==> config.mk <==
export PLATFORM = sky130hd
export DESIGN_NAME = cordic_phase_track_flat
export DESIGN_NICKNAME = d
export VERILOG_FILES = /design/src/rtl/cordic_pkg.sv /design/src/rtl/cordic_phase_track_if.sv /design/src/rtl/phase_wrap_diff.sv /design/src/rtl/cordic_phase_track.sv /design/src/flat_wrapper.sv
export SDC_FILE = /design/constraint.sdc
export NUM_CORES = 1
export LEC_CHECK = 0
export BUFFER_PORTS_ARGS = -buffer_cell sky130_fd_sc_hd__buf_2
export CAP_MARGIN = 40
export CORE_AREA = 5 5 229 120
export CTS_BUF_LIST = sky130_fd_sc_hd__clkbuf_16
export DETAILED_ROUTE_END_ITERATION = 16
export DIE_AREA = 0 0 234 125
export PLACE_DENSITY_LB_ADDON = 0.15
export SLEW_MARGIN = 15
export SYNTH_ARGS = -nofsm -noshare
export SYNTH_HDL_FRONTEND = slang
export SYNTH_SLANG_ARGS = --single-unit
==> constraint.sdc <==
create_clock -name clk -period 8.45 [get_ports clk]
set_input_delay 0.4225 -clock clk [delete_from_list [all_inputs] [get_ports clk]]
set_output_delay 0.4225 -clock clk [all_outputs]
set_load 0.1 [all_outputs]
==> src/rtl/cordic_pkg.sv <==
// Shared definitions for the CORDIC datapath.
// Phase width, degree constants and tracker state encoding.
package cordic_pkg;

   localparam int PHASE_W = 32;
   localparam int DEG_180 = 180;
   localparam int DEG_360 = 360;

   typedef enum logic [1:0] {
      IDLE  = 2'b01,
      TRACK = 2'b10
   } track_state_t;

endpackage

==> src/rtl/cordic_phase_track_if.sv <==
// Sample bus from the CORDIC vectoring stage.
// Master drives the strobe and payload, slave consumes it.
interface cordic_phase_track_if;
   import cordic_pkg::*;

   logic                      in_valid;
   logic signed [PHASE_W-1:0] phase;
   logic        [31:0]        value;

   modport master (
      output in_valid,
      output phase,
      output value
   );

   modport slave (
      input in_valid,
      input phase,
      input value
   );

endinterface

==> src/rtl/phase_wrap_diff.sv <==
// Phase step between two samples, folded into [-180,180].
// Exactly +/-180 are left unchanged.
module phase_wrap_diff
   import cordic_pkg::*;
(
   input  logic signed [PHASE_W-1:0] phase,
   input  logic signed [PHASE_W-1:0] prev_phase,
   output logic signed [PHASE_W-1:0] d
);

   localparam logic signed [PHASE_W-1:0] POS_HALF = DEG_180;
   localparam logic signed [PHASE_W-1:0] NEG_HALF = -DEG_180;
   localparam logic signed [PHASE_W-1:0] FULL     = DEG_360;

   logic signed [PHASE_W-1:0] raw;

   // single wrap correction of the raw difference
   always_comb begin
      raw = phase - prev_phase;
      d   = raw;
      if (raw > POS_HALF) begin
         d = raw - FULL;
      end else if (raw < NEG_HALF) begin
         d = raw + FULL;
      end
   end

endmodule

==> src/rtl/cordic_phase_track.sv <==
// Phase unwrapper and block-averaged frequency estimator.
// Low-magnitude samples are dropped and break the track.
module cordic_phase_track
   import cordic_pkg::*;
#(
   parameter int unsigned AVG_LOG2 = 3,
   parameter logic [31:0] MAG_MIN  = 32'd16
) (
   input  logic                clk,
   input  logic                rst_n,
   cordic_phase_track_if.slave cin,
   input  logic                clear,
   output logic                lock,
   output logic                unwrap_valid,
   output logic [31:0]         unwrap_phase,
   output logic                freq_valid,
   output logic [31:0]         freq_avg,
   output logic [15:0]         drop_cnt
);

   localparam logic [8:0] N_CNT = 9'(1 << AVG_LOG2);

   track_state_t              state;
   logic signed [PHASE_W-1:0] prev_phase;
   logic signed [PHASE_W-1:0] acc;
   logic        [8:0]         cnt;
   logic signed [PHASE_W-1:0] d;
   logic signed [PHASE_W-1:0] acc_sum;
   logic        [8:0]         cnt_inc;
   logic                      accept;
   logic                      reject;

   phase_wrap_diff u_wrap (
      .phase      (cin.phase),
      .prev_phase (prev_phase),
      .d          (d)
   );

   // next accumulator values and sample classification
   always_comb begin
      acc_sum = acc + d;
      cnt_inc = cnt + 9'd1;
      accept  = cin.in_valid && !clear && (cin.value >= MAG_MIN);
      reject  = cin.in_valid && !clear && (cin.value < MAG_MIN);
   end

   // tracking FSM with registered outputs
   always_ff @(posedge clk or negedge rst_n) begin
      if (!rst_n) begin
         state        <= IDLE;
         lock         <= 1'b0;
         prev_phase   <= '0;
         acc          <= '0;
         cnt          <= '0;
         unwrap_valid <= 1'b0;
         unwrap_phase <= '0;
         freq_valid   <= 1'b0;
         freq_avg     <= '0;
         drop_cnt     <= '0;
      end else begin
         unwrap_valid <= 1'b0;
         freq_valid   <= 1'b0;
         if (clear || reject) begin
            state <= IDLE;
            lock  <= 1'b0;
            acc   <= '0;
            cnt   <= '0;
            if (reject && drop_cnt != 16'hFFFF) begin
               drop_cnt <= drop_cnt + 16'd1;
            end
         end else if (accept) begin
            prev_phase   <= cin.phase;
            unwrap_valid <= 1'b1;
            unique case (1'b1)
               (state == IDLE): begin
                  state        <= TRACK;
                  lock         <= 1'b1;
                  unwrap_phase <= cin.phase;
               end
               (state == TRACK): begin
                  unwrap_phase <= unwrap_phase + d;
                  if (cnt_inc == N_CNT) begin
                     freq_avg   <= acc_sum >>> AVG_LOG2;
                     freq_valid <= 1'b1;
                     acc        <= '0;
                     cnt        <= '0;
                  end else begin
                     acc <= acc_sum;
                     cnt <= cnt_inc;
                  end
               end
               default: begin
                  state <= IDLE;
                  lock  <= 1'b0;
               end
            endcase
         end
      end
   end

endmodule

==> src/flat_wrapper.sv <==
// flat-port wrapper written by rule: the top's interface ports become plain ports
module cordic_phase_track_flat import cordic_pkg::*;
#(
   parameter int unsigned AVG_LOG2 = 3,
   parameter logic [31:0] MAG_MIN  = 32'd16
)
  (clk, rst_n, clear, lock, unwrap_valid, unwrap_phase, freq_valid, freq_avg, drop_cnt, cin_in_valid, cin_phase, cin_value);
  cordic_phase_track_if cin_i ();
  input  logic clk;
  input  logic rst_n;
  input  logic clear;
  output logic lock;
  output logic unwrap_valid;
  output logic [31:0] unwrap_phase;
  output logic freq_valid;
  output logic [31:0] freq_avg;
  output logic [15:0] drop_cnt;
  input wire logic [$bits(cin_i.in_valid)-1:0] cin_in_valid;
  input wire logic [$bits(cin_i.phase)-1:0] cin_phase;
  input wire logic [$bits(cin_i.value)-1:0] cin_value;
  assign cin_i.in_valid = cin_in_valid;
  assign cin_i.phase = cin_phase;
  assign cin_i.value = cin_value;
  cordic_phase_track #(.AVG_LOG2(AVG_LOG2), .MAG_MIN(MAG_MIN)) u_core (.clk(clk), .rst_n(rst_n), .cin(cin_i), .clear(clear), .lock(lock), .unwrap_valid(unwrap_valid), .unwrap_phase(unwrap_phase), .freq_valid(freq_valid), .freq_avg(freq_avg), .drop_cnt(drop_cnt));
endmodule
==> key figures, run 1 <==
Run status
  – Status: completed

Finish
  – Most frequent cells in the layout: 154 x nand2_1, 153 x dfrtp_1, 146 x buf_2, 116 x o21ai_0, 102 x a21oi_1
  – Antenna cells: 0
  – Most common cell after layout, fill and taps aside: nand2_1
  – Syn-to-layout area delta: 14.0%
  – Non-filler cells, final: approximately 2000
  – Share of cells above drive strength 1: 16.7%
  – Final #Nets: between 1500 and 2000

Timing
  – Setup TNS: 0 ns
  – Max-slew violation count: 0
  – Clk_skew: around 0.012 ns
  – Tcrit/Tclk final: between 90% and 100%
  – Final Hold Viols: 0
  – Final hold slack: roughly 0.22 ns
  – Max Freq: ~0.12 GHz
  – Period minus WS final: between 8 and 9 ns
  – Endpoints failing setup: 0
  – Slew at the pin closest to its max-slew limit: ~0.85 ns
  – RSZ-0062 raised after global routing: false
  – Slew HR: between 40 and 50%

Global routing
  – Gr usage total: ~25%
  – Number of global-route vias before repair: 10300
  – Antenna violations before repair: 0
  – Remaining global-route overflow: 0
  – First-pass GRT wire length: 57.9 mm
  – Pin count of the biggest net entering global routing: 66

Placement
  – Final GP Congestion: between 0.9 and 1
  – Placed cells: ~1900
  – Port bufs: 146
  – HPWL Detailed: between 20 and 30 mm

Clocking
  – Max clock buf depth: 2
  – CTS tree: yes
  – Clock-pin slew of the registers on the worst-case setup and hold paths: 0.07 ns
  – CTS root buf: clkbuf_16
  – CTS Sinks: 154
  – CTS Buf Count: 17
  – H-tree depth: 4
  – Skew-Pair Late Insertion Delay: about 0.45 ns

Run
  – Max cap viols: 0

Power and ir drop
  – Pleak: around 0.007 uW
  – Flop pwr share: just over 20%
  – Internal: around 2100 uW
  – Power per cell area: 293 nW/um2
  – Sw frac: 49.8%
  – Switch Pwr: slightly above 2000 uW
  – Design Power: a little over 4000 uW
  – Clock power frac: about 18%
  – Peak supply drop: approximately 0.18 mV
  – Logic pwr share: 61.5%

Logic synthesis
  – Sequential fraction of the synthesis area: 31.1%
  – Ys Warns: 0
  – Post-Synth Adder-Cell Area: about a tenth
  – Top post-synthesis cells by area: dfrtp_1 31%, ha_1 10%, xnor2_1 5.9%
  – Synth Area in Simple Gates: around 18%
  – Post-synth ARST share: 100%
  – Compound-Gate Fraction of Synth Area: approximately a quarter
  – Post-synth EDFFs: 0
  – Post-synth cell types: 93
  – Syn avg cell area: between 8 and 9 um2
  – Mapped Nets: around 1600
  – Largest family of logic cells by synthesized area: compound AO/OA/AOI/OAI gates
  – Synth top area share: 30.9%
  – Mapped Area: 12400 um2
  – Predominant post-synthesis flop cell: dfrtp_1
  – Largest area contributor in the netlist: dfrtp_1
  – Post-synthesis mux area share: ~4%
  – Xor/xnor cell area share of the yosys netlist: 8.60%
  – Seq cells post-synth: 154
  – Post-Syn Instances: roughly 1400

Floorplanning
  – Die width: 234 um
  – Die area: approximately 29000 um2
  – Num ports: between 150 and 200
  – Initial Util: between 40% and 50%
  – Cell Rows: 42
  – Core region area: about 26000 um2
  – Die Y: 125 um

Hold path
  – Hold/Removal Path Class: primary input to flip-flop

Route
  – DR vias/cell: between 5 and 6
  – Wirelength per Cell: between 15 and 20 um
  – Drt pass-1 iters: 5
  – DRC: 0
  – Post-Route WL: roughly 37 mm
  – Final ANT Viol Nets: 0
  – Drt initial violations: between 1000 and 1500
  – Vias post-DR: between 10000 and 15000

Critical path
  – Crit path kind: flip-flop to flip-flop
  – Crit end category: flip-flop
  – Worst setup SP type: flip-flop
  – Crit path DAT: between 8 and 9 ns
  – Critical path's slowest cell: o41a_1
  – Crit Path Max Fanout: 5
  – Worst endpoint required time: 8.78 ns
  – Crit path largest cell delay: around 0.53 ns
## worst paths after layout
path                                       from                     to  slack (ns)  cells after the start
hold reg to reg             u_core.freq_avg[24]    u_core.freq_avg[24]        0.48                      2
hold / removal                    cin_phase[31]  u_core.prev_phase[31]        0.22                      3
max in group asynchronous                 rst_n         u_core.acc[24]        7.00                      3
setup reg to reg           u_core.prev_phase[0]         u_core.acc[31]        0.44                     29
min in group asynchronous                 rst_n   u_core.prev_phase[8]        0.46                      2
setup / recovery           u_core.prev_phase[0]         u_core.acc[31]        0.44                     29
## metal layers
layer | vias to the layer above | track usage, % | wire (um)
li1 | 5548 | - | -
met1 | 5413 | 41.9 | 19500
met2 | 393 | 31.8 | 13800
met3 | 21 | 5.62 | 3070
met4 | 0 | 4.04 | 340
met5 | - | 0 | 0
## Yosys cell counts, drive strengths merged, types with 38 or more instances
master	number
a21o	43
nand2	154
inv	73
a21oi	104
xnor2	83
nand3	40
dfrtp	153
o21ai	121
clkbuf	38
xor2	38
ha	100
nor2	85
## critical path, delay by kind of cell, from the launching register on
kind	cells	cell delay [ns]
compound gates	14	3.57
simple gates	9	1.93
flops	1	0.38
buf+inv	1	0.21
xor+xnor	2	0.86
fa+ha+maj	3	0.94
## state kept, by name (all words and copies together), names as in the netlist
name                 flops
u_core.drop_cnt         16
u_core.unwrap_phase     32
u_core.acc              32
u_core.prev_phase       32
u_core.freq_valid        1
u_core.unwrap_valid      1
u_core.freq_avg         29
u_core.cnt               9
u_core.state             2
## cell families (layout without fill, tap and decap cells)
group / Yosys count / in the layout
compound gates: 442 / 442
simple gates: 452 / 452
xor+xnor: 121 / 121
fa+ha+maj: 103 / 103
buf+inv: 122 / 272
mux: 47 / 47
flops: 154 / 154
## power groups by stage
stage | Clock, uW | Combinational (uW) | Sequential (uW)
6_report | 736 | 2550 | 859
3_5_place_dp | 0 | 2470 | 871
5_1_grt | 788 | 2750 | 866
4_1_cts | 755 | 2480 | 858
2_1_floorplan | 0 | 1580 | 1170
3_3_place_gp | 0 | 2430 | 870
## final cells by class
| type | count | area [um2] |
|---|---|---|
| Multi-Input combinational cell | 1165 | 8090 |
| Clock buffer | 17 | 425 |
| Clock inverter | 14 | 124 |
| Tap cell | 352 | 440 |
| Sequential cell | 154 | 3850 |
| Inverter | 73 | 274 |
| Fill cell | 2370 | 11400 |
| Timing Repair Buffer | 168 | 938 |
## metrics by stage
stage / worst slack, ns / utilization, % / area (um2)
after floorplan: 1.72 / - / 12400
after global placement: 0.479 / 52.8 / 13500
after detailed placement: 0.418 / 53.0 / 13500
after CTS: 0.497 / 55.1 / 14100
after global routing: 0.0570 / 55.4 / 14100
final: 0.437 / 55.4 / 14100
## what timing repair did
action	4_1_cts	5_1_grt
setup endpoints to repair	0	4
endpoints found under the hold margin	41	0
hold buffers	1	0
gates resized for setup	0	1
setup buffers	0	4
(Power assumes the default switching activity.)
==> run 2: changes to the inputs <==
--- a/config.mk
+++ b/config.mk
@@ -7,12 +7,15 @@
 export LEC_CHECK = 0
 export BUFFER_PORTS_ARGS = -buffer_cell sky130_fd_sc_hd__buf_2
 export CAP_MARGIN = 40
-export CORE_AREA = 5 5 229 120
+export CORE_AREA = 5 5 232 121
 export CTS_BUF_LIST = sky130_fd_sc_hd__clkbuf_16
 export DETAILED_ROUTE_END_ITERATION = 16
-export DIE_AREA = 0 0 234 125
+export DIE_AREA = 0 0 237 126
+export GPL_ROUTABILITY_DRIVEN = 1
 export PLACE_DENSITY_LB_ADDON = 0.15
+export RECOVER_POWER = 25
 export SLEW_MARGIN = 15
 export SYNTH_ARGS = -nofsm -noshare
 export SYNTH_HDL_FRONTEND = slang
+export SYNTH_HIERARCHICAL = 1
 export SYNTH_SLANG_ARGS = --single-unit
==> key figures, run 2 <==
Run status
  – Status: finished, violations left
  – Failing checks: capacitance limit, slew limit

Hold path
  – Hold/Removal Path Class: primary input to flip-flop
  – Worst Min Path Start: cin_phase[14]
  – Worst Hold Path Cells: 3

Critical path
  – Worst path depth: 25
  – Crit path max-delay family: compound AO/OA/AOI/OAI gates
  – Crit path kind: flip-flop to flip-flop
  – Worst endpoint required time: 8.75 ns
  – FF-to-FF Start: u_core/prev_phase[0]
  – Crit Path Max Fanout: 14
  – Buf+Inv Stages, Crit Path: 0
  – Crit end category: flip-flop
  – Setup crit start: u_core/prev_phase[0]
  – Critical path's slowest cell: a221oi_1
  – Worst setup SP type: flip-flop
  – Reg2Reg Depth: 25
  – Crit path largest cell delay: 0.60 ns
  – Crit path DAT: around 8 ns
  – Crit-path most repeated cell: a21oi_1

Logic synthesis
  – Largest area contributor in the netlist: dfrtp_1
  – Count leader, synth: nand2_1
  – Post-synth top cells: 251 x nand2_1, 153 x dfrtp_1, 105 x a21oi_1, 100 x ha_1, 96 x o21ai_0
  – Seq cells post-synth: ~150
  – Syn avg cell area: ~8.3 um2
  – Post-Syn Instances: 1538
  – Mapped Area: approximately 13000 um2
  – Post-synth ARST share: 100%
  – Post-synth EDFFs: 0
  – Post-synth cell types: 87
  – Sequential fraction of the synthesis area: between 30% and 40%
  – Ys Warns: 6
  – Synth top area share: 30.0%
  – Mapped Nets: roughly 1700
  – Predominant post-synthesis flop cell: dfrtp_1
  – Top post-synthesis cells by area: dfrtp_1 30%, ha_1 9.8%, nand2_1 7.4%

Finish
  – Final #Nets: 1841
  – Top Registers: u_core/acc x32, u_core/prev_phase x32, u_core/unwrap_phase x32
  – Most frequent cells in the layout: 251 x nand2_1, 153 x dfrtp_1, 145 x buf_2, 104 x a21oi_1, 99 x ha_1
  – Syn-to-layout area delta: 12.9%
  – Antenna cells: 0
  – Layout Utilization: 55.5%
  – Share of cells above drive strength 1: roughly 15%
  – Most common cell after layout, fill and taps aside: nand2_1
  – Non-filler cells, final: between 2000 and 2500

Floorplanning
  – Num ports: ~150
  – Die area: 29900 um2
  – Die width: around 240 um
  – Cell Rows: 42
  – Core region area: around 26000 um2
  – Die Y: around 130 um
  – Initial Util: about half

Timing
  – Final hold slack: 0.198 ns
  – Period minus WS final: slightly below 8 ns
  – Slew at the pin closest to its max-slew limit: about 4.4 ns
  – Endpoints failing setup: 0
  – RSZ-0062 raised after global routing: false
  – Max Freq: 0.130 GHz
  – Final Hold Viols: 0
  – Setup TNS: 0 ns
  – Tcrit/Tclk final: 91.3%
  – Max-slew violation count: around 140
  – Slew HR: -195%
  – Clk_skew: between 0.01 and 0.015 ns

Power and ir drop
  – Flop pwr share: a little over a fifth
  – Logic pwr share: between 60 and 70%
  – Pleak: approximately 0.007 uW
  – Sw frac: 49.6%
  – Switch Pwr: a little over 2000 uW
  – Clock power frac: around 18%
  – Internal: approximately 2000 uW
  – Power per cell area: between 200 and 300 nW/um2
  – Peak supply drop: 0.240 mV

Route
  – Final ANT Viol Nets: 0
  – Wirelength per Cell: roughly 19 um
  – DR vias/cell: between 5 and 6
  – Vias post-DR: ~12000
  – Drt initial violations: about 1200
  – DRC: 0
  – Drt pass-1 iters: 5
  – Post-Route WL: 39.3 mm

Placement
  – Placed cells: 2000
  – Final GP Congestion: between 0.9 and 1
  – Port bufs: between 100 and 150
  – HPWL Detailed: 30.7 mm

Clocking
  – Skew-Pair Late Insertion Delay: approximately 0.45 ns
  – Postcts setup bufs: 0
  – CTS Buf Count: 17
  – CTS Sinks: around 150
  – CTS root buf: clkbuf_16
  – Max clock buf depth: 2
  – CTS tree: yes
  – H-tree depth: 4
  – Clock-pin slew of the registers on the worst-case setup and hold paths: 0.06 ns

Global routing
  – Antenna violations before repair: 0
  – Pin count of the biggest net entering global routing: roughly 80
  – Number of global-route vias before repair: about 11000
  – Remaining global-route overflow: 0
  – First-pass GRT wire length: a little over 60 mm
  – Gr usage total: around a quarter

Run
  – Max cap viols: 2
==> run 2: cell types whose count changed after synthesis, sizes merged, moves of 8 or more <==
cell   change
nor2       +9
nor3      -10
nand2     +97
mux2       -8
and3      -15
o21ai     -17
nand4     +12
==> run 2: repair_timing <==
item / in CTS / in global routing
gates resized for setup: 0 / 0
endpoints found under the hold margin: 14 / 0
endpoints found under the setup margin: 0 / 0
hold buffers: 1 / 0
==> run 2: per-layer routing <==
| metal | GRT usage, % | vias to the layer above | share of wire, % |
|---|---|---|---|
| met4 | 5.43 | 0 | 1.2 |
| met3 | 6.71 | 38 | 7.8 |
| met5 | 0 | - | 0 |
| met2 | 35.8 | 416 | 40 |
| li1 | - | 5823 | - |
| met1 | 40.0 | 5828 | 51 |
==> run 2: final cells by class <==
cell class | instances | area [um2]
Clock buffer | 17 | 425
Clock inverter | 12 | 110
Fill cell | 2494 | 11500
Inverter | 77 | 289
Multi-Input combinational cell | 1258 | 8410
Sequential cell | 154 | 3850
Tap cell | 352 | 440
Timing Repair Buffer | 162 | 858
==> run 2: cell families (layout without fill, tap and decap cells) <==
kind of cell,Yosys count,in the layout,share of synthesized area (%)
AO/OA/AOI/OAI,443,443,23.4
XOR/XNOR,116,116,8.03
adder cells (fa/ha/maj),103,103,10.3
buffers and inverters,126,268,4.01
flip-flops,154,154,30.3
multiplexers,42,42,3.48
AND/OR/NAND/NOR,554,554,20.6
==> run 2: final timing paths <==
check / slack (ns) / to
max reg2reg: 0.74 / u_core/unwrap_phase[31]
max: 0.74 / u_core/unwrap_phase[31]
min in group asynchronous: 0.62 / u_core/prev_phase[26]
min reg2reg: 0.46 / u_core/freq_avg[13]
min: 0.20 / u_core/prev_phase[14]
max in group asynchronous: 3.08 / u_core/freq_avg[11]
==> run 2: through the flow <==
step / instance area, um2 / power [uW] / setup slack, ns
floorplan: 12700 / 2730 / 2.17
global placement: 13800 / 3250 / 0.936
detailed placement: 13900 / 3290 / 0.753
CTS: 14400 / 4040 / 0.919
global route: 14400 / 4330 / 0.289
finish: 14400 / 4070 / 0.736
==> run 2: power by group through the flow <==
stage                     clock, uW  sequential (uW)  combinational (uW)
after floorplan                   0             1170                1560
after global placement            0              881                2370
after detailed placement          0              880                2410
after CTS                       753              867                2420
after global routing            782              876                2670
final                           733              868                2460
==> run 2: worst reg2reg max path, cell delays in order (launching register included) <==
cell,delay (ns)
dfrtp_1,0.39
ha_1,0.24
fa_1,0.40
nor2b_1,0.21
o2111ai_2,0.28
a21o_1,0.26
a221oi_1,0.60
nand2_1,0.14
nor3_1,0.46
and4_1,0.35
nor4b_4,0.38
a21o_1,0.54
o21ai_0,0.21
xor2_1,0.26
ha_1,0.34
a21oi_1,0.19
o211ai_1,0.17
a221oi_2,0.36
a21oi_1,0.15
a32o_2,0.30
a221oi_2,0.32
a21oi_2,0.11
or4_1,0.42
nand4_1,0.19
mux2i_1,0.20
a21oi_1,0.08
